==> config.mk <==
export PLATFORM = sky130hd
export DESIGN_NAME = title_axil_master
export DESIGN_NICKNAME = d
export VERILOG_FILES = /design/src/rtl/title_axil_master.sv
export SDC_FILE = /design/constraint.sdc
export NUM_CORES = 1
export LEC_CHECK = 0
export BUFFER_PORTS_ARGS = -buffer_cell sky130_fd_sc_hd__buf_4
export CORE_ASPECT_RATIO = 1.25
export CORE_MARGIN = 2
export CORE_UTILIZATION = 51
export CTS_BUF_LIST = sky130_fd_sc_hd__clkbuf_8
export DETAILED_ROUTE_END_ITERATION = 8
export PLACE_DENSITY = 0.89
export SKIP_CTS_REPAIR_TIMING = 1
export SYNTH_ARGS = -nofsm -noshare
export SYNTH_HDL_FRONTEND = slang
export SYNTH_SLANG_ARGS = --single-unit
==> constraint.sdc <==
create_clock -name clk -period 2.45 [get_ports clk]
set_input_delay 0.245 -clock clk [delete_from_list [all_inputs] [get_ports clk]]
set_output_delay 0.245 -clock clk [all_outputs]
set_load 0.02 [all_outputs]
==> src/rtl/title_axil_master.sv <==
// AXI4-Lite initiator: turns single-beat register commands into one outstanding AXI-Lite
// transaction at a time. Define TITLE_AXIL_TIMEOUT_EN to enable the watchdog abort.
module title_axil_master #(
    parameter int C_S00_AXI_ADDR_WIDTH = 4,
    parameter int C_S00_AXI_DATA_WIDTH = 32,
    parameter int TIMEOUT_CYCLES       = 256
) (
    input  logic                                clk,
    input  logic                                reset,
    // command channel
    input  logic                                cmd_valid,
    output logic                                cmd_ready,
    input  logic                                cmd_write,
    input  logic [C_S00_AXI_ADDR_WIDTH-1:0]     cmd_addr,
    input  logic [C_S00_AXI_DATA_WIDTH-1:0]     cmd_wdata,
    input  logic [C_S00_AXI_DATA_WIDTH/8-1:0]   cmd_wstrb,
    // response channel
    output logic                                rsp_valid,
    input  logic                                rsp_ready,
    output logic                                rsp_write,
    output logic [C_S00_AXI_DATA_WIDTH-1:0]     rsp_rdata,
    output logic [1:0]                          rsp_resp,
    // AXI-Lite write address
    output logic [C_S00_AXI_ADDR_WIDTH-1:0]     m_axi_awaddr,
    output logic [2:0]                          m_axi_awprot,
    output logic                                m_axi_awvalid,
    input  logic                                m_axi_awready,
    // AXI-Lite write data
    output logic [C_S00_AXI_DATA_WIDTH-1:0]     m_axi_wdata,
    output logic [C_S00_AXI_DATA_WIDTH/8-1:0]   m_axi_wstrb,
    output logic                                m_axi_wvalid,
    input  logic                                m_axi_wready,
    // AXI-Lite write response
    input  logic [1:0]                          m_axi_bresp,
    input  logic                                m_axi_bvalid,
    output logic                                m_axi_bready,
    // AXI-Lite read address
    output logic [C_S00_AXI_ADDR_WIDTH-1:0]     m_axi_araddr,
    output logic [2:0]                          m_axi_arprot,
    output logic                                m_axi_arvalid,
    input  logic                                m_axi_arready,
    // AXI-Lite read data
    input  logic [C_S00_AXI_DATA_WIDTH-1:0]     m_axi_rdata,
    input  logic [1:0]                          m_axi_rresp,
    input  logic                                m_axi_rvalid,
    output logic                                m_axi_rready
);

    typedef enum logic [2:0] {
        StIdle,
        StWr,
        StWrB,
        StRdA,
        StRdD,
        StResp
    } state_t;

    state_t state;
    logic   wd_expired;

    assign cmd_ready    = (state == StIdle);
    assign m_axi_awprot = 3'b000;
    assign m_axi_arprot = 3'b000;

`ifdef TITLE_AXIL_TIMEOUT_EN
    localparam int CntW = $clog2(TIMEOUT_CYCLES + 1);
    // IDLE keeps the response readies high to swallow late beats of an aborted transaction.
    localparam logic IdleReady = 1'b1;

    logic [CntW-1:0] wd_cnt;

    assign wd_expired = (wd_cnt == CntW'(TIMEOUT_CYCLES - 1));

    always_ff @(posedge clk) begin
        if (reset || (state == StIdle)) begin
            wd_cnt <= '0;
        end else if ((state != StResp) && !wd_expired) begin
            wd_cnt <= wd_cnt + 1'b1;
        end
    end
`else
    localparam logic IdleReady = 1'b0;

    assign wd_expired = 1'b0;
`endif

    always_ff @(posedge clk) begin
        if (reset) begin
            state         <= StIdle;
            m_axi_awaddr  <= '0;
            m_axi_awvalid <= 1'b0;
            m_axi_wdata   <= '0;
            m_axi_wstrb   <= '0;
            m_axi_wvalid  <= 1'b0;
            m_axi_bready  <= 1'b0;
            m_axi_araddr  <= '0;
            m_axi_arvalid <= 1'b0;
            m_axi_rready  <= 1'b0;
            rsp_valid     <= 1'b0;
            rsp_write     <= 1'b0;
            rsp_rdata     <= '0;
            rsp_resp      <= 2'b00;
        end else if (wd_expired && (state != StIdle) && (state != StResp)) begin
            m_axi_awvalid <= 1'b0;
            m_axi_wvalid  <= 1'b0;
            m_axi_arvalid <= 1'b0;
            m_axi_bready  <= 1'b0;
            m_axi_rready  <= 1'b0;
            rsp_valid     <= 1'b1;
            rsp_rdata     <= '0;
            rsp_resp      <= 2'b11;
            state         <= StResp;
        end else begin
            unique case (state)
                StIdle: begin
                    m_axi_bready <= IdleReady;
                    m_axi_rready <= IdleReady;
                    if (cmd_valid) begin
                        m_axi_bready <= 1'b0;
                        m_axi_rready <= 1'b0;
                        rsp_write    <= cmd_write;
                        if (cmd_write) begin
                            m_axi_awaddr  <= cmd_addr;
                            m_axi_wdata   <= cmd_wdata;
                            m_axi_wstrb   <= cmd_wstrb;
                            m_axi_awvalid <= 1'b1;
                            m_axi_wvalid  <= 1'b1;
                            state         <= StWr;
                        end else begin
                            m_axi_araddr  <= cmd_addr;
                            m_axi_arvalid <= 1'b1;
                            state         <= StRdA;
                        end
                    end
                end
                StWr: begin
                    // AW and W retire independently; a lowered valid means that side is done.
                    if (m_axi_awready) begin
                        m_axi_awvalid <= 1'b0;
                    end
                    if (m_axi_wready) begin
                        m_axi_wvalid <= 1'b0;
                    end
                    if ((!m_axi_awvalid || m_axi_awready) && (!m_axi_wvalid || m_axi_wready)) begin
                        m_axi_bready <= 1'b1;
                        state        <= StWrB;
                    end
                end
                StWrB: begin
                    if (m_axi_bvalid) begin
                        m_axi_bready <= 1'b0;
                        rsp_valid    <= 1'b1;
                        rsp_rdata    <= '0;
                        rsp_resp     <= m_axi_bresp;
                        state        <= StResp;
                    end
                end
                StRdA: begin
                    if (m_axi_arready) begin
                        m_axi_arvalid <= 1'b0;
                        m_axi_rready  <= 1'b1;
                        state         <= StRdD;
                    end
                end
                StRdD: begin
                    if (m_axi_rvalid) begin
                        m_axi_rready <= 1'b0;
                        rsp_valid    <= 1'b1;
                        rsp_rdata    <= m_axi_rdata;
                        rsp_resp     <= m_axi_rresp;
                        state        <= StResp;
                    end
                end
                StResp: begin
                    if (rsp_ready) begin
                        rsp_valid    <= 1'b0;
                        m_axi_bready <= IdleReady;
                        m_axi_rready <= IdleReady;
                        state        <= StIdle;
                    end
                end
                default: begin
                    state <= StIdle;
                end
            endcase
        end
    end

endmodule
==> results of run 1 <==
logic make-up after synthesis:
group | after synthesis
buf+inv | 40
compound gates | 69
other cells | 1
flops | 88
simple gates | 179
mux | 37
worst paths after layout:
kind                           startpoint                            to  cells past startpoint
max                 state[2]$_SDFFE_PP0P_   m_axi_wdata[4]$_SDFFE_PP0P_                      5
min                          m_axi_wready     m_axi_wvalid$_SDFFE_PP0P_                      2
max reg2reg         state[2]$_SDFFE_PP0P_   m_axi_wdata[4]$_SDFFE_PP0P_                      5
min reg2reg  m_axi_wdata[18]$_SDFFE_PP0P_  m_axi_wdata[18]$_SDFFE_PP0P_                      2
sequential cells by signal (all words and copies together), names as in the netlist, 2 cells and up:
register / count
m_axi_wdata: 32
rsp_rdata: 32
m_axi_araddr: 4
m_axi_awaddr: 4
m_axi_wstrb: 4
state: 3
rsp_resp: 2
cell type report:
class | instances | area share [%]
multi-input cells | 291 | 31.7
clock inverters | 5 | 1.26
inverters | 4 | 0.296
flip-flops and latches | 88 | 34.7
clock buffers | 11 | 2.99
well taps | 90 | 2.22
repair buffers | 179 | 26.8
cell usage in the layout, fill, tap and decap left out, types with 2 or more instances in the layout:
cell type / n
buf_4: 178
nand2_1: 89
dfxtp_1: 88
a21oi_1: 48
nor2_1: 41
mux2i_1: 36
and2_1: 32
clkbuf_8: 11
o21ai_0: 7
conb_1: 6
inv_1: 4
nand2b_1: 4
a211oi_1: 3
nand3_1: 3
a311oi_1: 3
nor3_1: 2
nand3b_1: 2
nor2b_1: 2
o21a_1: 2
clkinv_4: 2
through the flow:
step / cell area, um^2 / power (mW) / util, % / setup WS [ns] / std cells
floorplan: 3570 / 2.67 / - / 0.734 / 419
global placement: 4850 / 3.11 / 70.9 / 0.517 / 652
detailed placement: 4850 / 3.15 / 70.9 / 0.443 / 652
CTS: 5070 / 4.19 / 74.0 / 0.427 / 668
global route: 5070 / 4.38 / 74.0 / 0.287 / 668
finish: 5070 / 4.16 / 74.0 / 0.423 / 668
routing by layer:
metal	part of all wire, %	up-vias	GRT usage (%)
li1	-	1663	-
met5	0	-	0
met3	8.5	15	6.51
met1	39	1500	26.7
met2	50	142	39.4
met4	1.9	0	10.1
worst register-to-register path, stage by stage, from the launching register on:
cell,delay [ns]
dfxtp_1,0.44
or4b_1,0.75
nor2_8,0.33
buf_4,0.24
nand2_1,0.07
a21oi_1,0.13
report_power, final:
group          internal, mW  leakage (nW)  switching, mW  total (mW)
logic                 0.618          1.40          0.783        1.40
clock network         0.534         0.106          0.514        1.05
registers              1.58         0.714          0.123        1.71
total                  2.74          2.22           1.42        4.16
==> impl_metrics.py, run 1 <==
metrics = {
    "routing": {
        "vias": 3320,
        "vias_per_cell": 4.97,
        "drt_iter0_drc": 113,
        "first_pass_iters": 4,
        "drcViolationCount": 0,
        "wl_per_cell_um": 13.3,
        "final_antenna_net_count": 0,
        "totalWireLength_mm": 8.88,
    },
    "finish": {
        "drive_gt1_share_pct": 34.4,
        "area_growth_pct": 42.8,
        "nets": 659,
        "diodes": 0,
        "seq_area_um2": 1760,
        "n_fill_cell": 522,
        "multi_input_area_um2": 1610,
    },
    "synth": {
        "synthDistinctLibCells": 31,
        "yosys_warnings": 0,
        "ys_seq_area_share_pct": 49.6,
        "syn_area_um2": 3550,
        "ys_top_cells_by_area": "dfxtp_1, mux2i_1, nand2_1, a21oi_1, and2_1",
        "synth_xor_area_share_pct": 0,
        "yosys.area.top_type": "dfxtp_1",
        "synth-edff-count": 0,
        "synth_fa_ha_area_share_pct": 0,
        "synth_top_family_by_area": "simple AND/OR/NAND/NOR gates",
        "ys_ff_latch": 88,
        "yosysMostFrequentCell": "nand2_1",
        "ys_top_cells_by_count": "nand2_1, dfxtp_1, a21oi_1",
        "ys_async_sr_fraction_pct": 0,
        "muxShareOfSynthArea_pct": 10.5,
        "synth_compound_area_share_pct": 10.9,
        "syn_avg_cell_area_um2": 8.57,
        "ys.flop_type": "dfxtp_1",
        "netlist.area_leader.share_pct": 49.6,
        "synthSimpleGateAreaFrac_pct": 22.9,
        "synthCells": 414,
    },
    "timing": {
        "setup-violations-final": 0,
        "final_max_slew_viol_count": 0,
        "grt_setup_unrepaired": "no",
        "period_minus_slack_ns": 2.03,
        "finalHoldViolCount": 0,
        "period_share_pct": 82.7,
        "hold-worst-slack_ns": 0.106,
        "slew_headroom_pct": 65.9,
        "setup_tns_ns": 0,
        "clock_skew_ns": 0.0118,
        "worstMarginPinSlew_ns": 0.511,
        "fmax_ghz": 0.493,
    },
    "clock_network": {
        "clock_sinks": 88,
        "cts_tree": "yes",
        "clockBufferDepth": 2,
        "cts_made_buffers": 9,
        "clockRootBuffer": "clkbuf_8",
        "clkLatencyLatePin_ns": 0.35,
        "clk_pin_slew_worst_paths_ns": 0.08,
        "cts-htree-levels": 3,
    },
    "setup_path": {
        "crit_family": "simple AND/OR/NAND/NOR gates",
        "required_ns": 2.72,
        "crit_slowest_cell": "or4b_1",
        "slowest_delay_ns": 0.75,
        "cp.arrival_ns": 2.30,
        "rrSetupSlack_ns": 0.42,
        "crit_fanout": 22,
        "critPathBufInv": 1,
        "crit_chain": "or4b_1 -> nor2_8 -> buf_4 -> nand2_1 -> a21oi_1",
        "worstSetupPathType": "reg -> reg",
        "critPathLaunchType": "flop",
        "end_kind": "flop",
    },
    "die": {
        "core_area_um2": 6850,
        "fp.dieW_um": 78.6,
        "die_area_um2": 7650,
        "pin_count": 178,
        "die_h_um": 97.3,
        "num_rows": 34,
        "start_util_pct": 51.8,
    },
    "global_routing": {
        "grt_pass1_wl_mm": 14.2,
        "grt_overflow": 0,
        "grt_pass1_vias": 3132,
        "antenna_found_initial": 0,
        "grt_use_total_pct": 23.1,
        "grt_max_degree": 45,
    },
    "pwr": {
        "p_leak_nw": 2.22,
        "power_density_nw_per_um2": 820,
        "vdd_ir_drop_max_mv": 0.547,
    },
    "job": {
        "max-cap-violations": 0,
    },
    "place": {
        "dp_hpwl_mm": 6.63,
        "place.gp.congestion": 0.789,
        "portBuffers": 171,
    },
    "run_status": {
        "status": "finished clean",
    },
    "hold_path": {
        "min_path_type": "in -> reg",
    },
}
(Power assumes the default switching activity.)
==> inputs of run 2 (changes only) <==
--- a/config.mk
+++ b/config.mk
@@ -5,13 +5,14 @@
 export SDC_FILE = /design/constraint.sdc
 export NUM_CORES = 1
 export LEC_CHECK = 0
+export ABC_AREA = 1
 export BUFFER_PORTS_ARGS = -buffer_cell sky130_fd_sc_hd__buf_4
 export CORE_ASPECT_RATIO = 1.25
 export CORE_MARGIN = 2
-export CORE_UTILIZATION = 51
+export CORE_UTILIZATION = 48
 export CTS_BUF_LIST = sky130_fd_sc_hd__clkbuf_8
 export DETAILED_ROUTE_END_ITERATION = 8
-export PLACE_DENSITY = 0.89
+export PLACE_DENSITY = 0.83
 export SKIP_CTS_REPAIR_TIMING = 1
 export SYNTH_ARGS = -nofsm -noshare
 export SYNTH_HDL_FRONTEND = slang
==> constraint.sdc (replaced) <==
create_clock -name clk -period 1.9 [get_ports clk]
set_input_delay 0.19 -clock clk [delete_from_list [all_inputs] [get_ports clk]]
set_output_delay 0.19 -clock clk [all_outputs]
set_load 0.02 [all_outputs]
==> run 2 against run 1 <==
Setup slack got worse by 0.15 ns; clock power is 13% higher; global-route usage down 1.2 points; core utilization shrank 6.3 points; area after synthesis increased by 6.7%.
==> impl_metrics.py, run 2 <==
metrics = {
    "run_status": {
        "status": "finished clean",
    },
    "routing": {
        "vias": 3743,
        "drcViolationCount": 0,
        "totalWireLength_mm": 9.56,
        "vias_per_cell": 4.83,
        "final_antenna_net_count": 0,
        "first_pass_iters": 5,
        "wl_per_cell_um": 12.3,
        "drt_iter0_drc": 173,
    },
    "synth": {
        "synth_compound_area_share_pct": 15.6,
        "synthDistinctLibCells": 25,
        "ys_seq_area_share_pct": 46.5,
        "synth_xor_area_share_pct": 0,
        "synthSimpleGateAreaFrac_pct": 21.8,
        "synthCells": 519,
        "ys_top_cells_by_area": "dfxtp_1, inv_1, a21oi_1, nand2_1, nand3_1",
        "syn_area_um2": 3790,
        "ys_top_cells_by_count": "inv_1, dfxtp_1, nand2_1",
        "yosys.area.top_type": "dfxtp_1",
        "ys.flop_type": "dfxtp_1",
        "ys_ff_latch": 88,
        "synth-edff-count": 0,
        "synth_top_family_by_area": "simple AND/OR/NAND/NOR gates",
        "netlist.area_leader.share_pct": 46.5,
        "yosysMostFrequentCell": "inv_1",
        "ys_async_sr_fraction_pct": 0,
        "muxShareOfSynthArea_pct": 0,
        "syn_avg_cell_area_um2": 7.30,
        "synth_fa_ha_area_share_pct": 0,
        "yosys_warnings": 0,
    },
    "global_routing": {
        "antenna_found_initial": 0,
        "grt_use_total_pct": 21.9,
        "grt_overflow": 0,
        "grt_pass1_wl_mm": 15.4,
        "grt_pass1_vias": 3529,
        "grt_max_degree": 70,
    },
    "finish": {
        "diodes": 0,
        "area_growth_pct": 38.6,
        "nets": 761,
        "drive_gt1_share_pct": 31.9,
        "instances_no_fill": 775,
        "final_cell_mix": "buf_4, inv_1, dfxtp_1",
        "largest_registers": "m_axi_wdata (32), rsp_rdata (32)",
        "multi_input_area_um2": 1440,
        "seq_area_um2": 1760,
        "layout_commonest_cell": "buf_4",
        "n_fill_cell": 664,
        "fin_util_pct": 67.7,
    },
    "timing": {
        "hold-worst-slack_ns": 0.0627,
        "period_share_pct": 85.7,
        "finalHoldViolCount": 0,
        "grt_setup_unrepaired": "no",
        "setup_tns_ns": 0,
        "fmax_ghz": 0.614,
        "final_max_slew_viol_count": 0,
        "period_minus_slack_ns": 1.63,
        "setup-violations-final": 0,
        "clock_skew_ns": 0.00854,
    },
    "setup_path": {
        "critPathLaunchType": "flop",
        "crit_chain": "nor2_8 -> nand3b_1 -> nand3_2 -> buf_12 -> nand2_1 -> inv_1 -> nor3_1",
        "required_ns": 2.17,
        "crit_fanout": 69,
        "end_kind": "flop",
        "crit_slowest_cell": "dfxtp_1",
        "critPathBufInv": 2,
        "slowest_delay_ns": 0.60,
        "cp.arrival_ns": 1.90,
        "ff2ff_path_depth": 7,
        "cp.depth": 7,
        "crit_family": "simple AND/OR/NAND/NOR gates",
        "worstSetupPathType": "reg -> reg",
    },
    "die": {
        "num_rows": 36,
        "start_util_pct": 48.9,
        "pin_count": 178,
        "die_h_um": 103,
        "die_area_um2": 8620,
        "fp.dieW_um": 83.5,
        "core_area_um2": 7750,
    },
    "pwr": {
        "vdd_ir_drop_max_mv": 0.937,
        "p_leak_nw": 2.60,
        "power_density_nw_per_um2": 1460,
    },
    "hold_path": {
        "min_path_type": "in -> reg",
        "min_path_cells": 3,
    },
    "clock_network": {
        "clkLatencyLatePin_ns": 0.35,
        "cts-htree-levels": 3,
        "clk_pin_slew_worst_paths_ns": 0.09,
        "cts_made_buffers": 9,
        "clockRootBuffer": "clkbuf_8",
        "clockBufferDepth": 2,
        "cts_tree": "yes",
        "clock_sinks": 88,
    },
    "place": {
        "placed_cells": 759,
        "portBuffers": 171,
        "dp_hpwl_mm": 6.95,
        "place.gp.congestion": 0.855,
    },
    "job": {
        "max-cap-violations": 0,
    },
}
run 2: report_power, final:
| group | leakage [nW] | total (mW) | internal, mW | switching (mW) |
|---|---|---|---|---|
| Combinational | 1.79 | 3.75 | 1.50 | 2.26 |
| Clock | 0.0926 | 1.19 | 0.516 | 0.674 |
| Sequential | 0.720 | 2.70 | 2.37 | 0.338 |
run 2: stage by stage:
stage / power [mW] / instance area [um^2] / setup WS [ns]
2_1_floorplan: 5.26 / 3810 / 0.485
3_3_place_gp: 6.36 / 5060 / 0.299
3_5_place_dp: 6.50 / 5060 / 0.218
4_1_cts: 7.70 / 5250 / 0.200
5_1_grt: 8.26 / 5250 / 0.0799
6_report: 7.64 / 5250 / 0.271
run 2: kinds of logic (layout without fill, tap and decap cells):
logic type / Yosys count / in the layout
other: 1 / 6
flip-flops: 88 / 88
buffers and inverters: 141 / 297
AO/OA/AOI/OAI: 113 / 113
AND/OR/NAND/NOR: 176 / 176
run 2: worst paths after layout:
kind                             from                      endpoint  slack (ns)
max             state[2]$_SDFFE_PP0P_    rsp_rdata[24]$_SDFFE_PP0P_        0.27
min                       cmd_addr[2]  m_axi_araddr[2]$_SDFFE_PP0P_        0.06
max reg2reg     state[2]$_SDFFE_PP0P_    rsp_rdata[24]$_SDFFE_PP0P_        0.27
min reg2reg  rsp_resp[1]$_SDFFE_PP0P_      rsp_resp[1]$_SDFFE_PP0P_        0.45
run 2: cell type report:
cell class | count | share of cell area (%)
inverters | 104 | 7.44
repair buffers | 177 | 25.8
well taps | 95 | 2.27
flip-flops and latches | 88 | 33.6
clock inverters | 6 | 0.835
multi-input cells | 295 | 27.5
clock buffers | 10 | 2.62
run 2: worst reg2reg max path, cell delays in order (launching register included):
cell	delay, ns
dfxtp_1	0.60
nor2_8	0.09
nand3b_1	0.19
nand3_2	0.13
buf_12	0.21
nand2_1	0.12
inv_1	0.04
nor3_1	0.17
run 2: layer usage:
layer,wire length [um],GRT usage (%)
met1,3870,25.9
met2,4730,38.1
met3,738,5.40
met4,213,10.3
met5,0,0
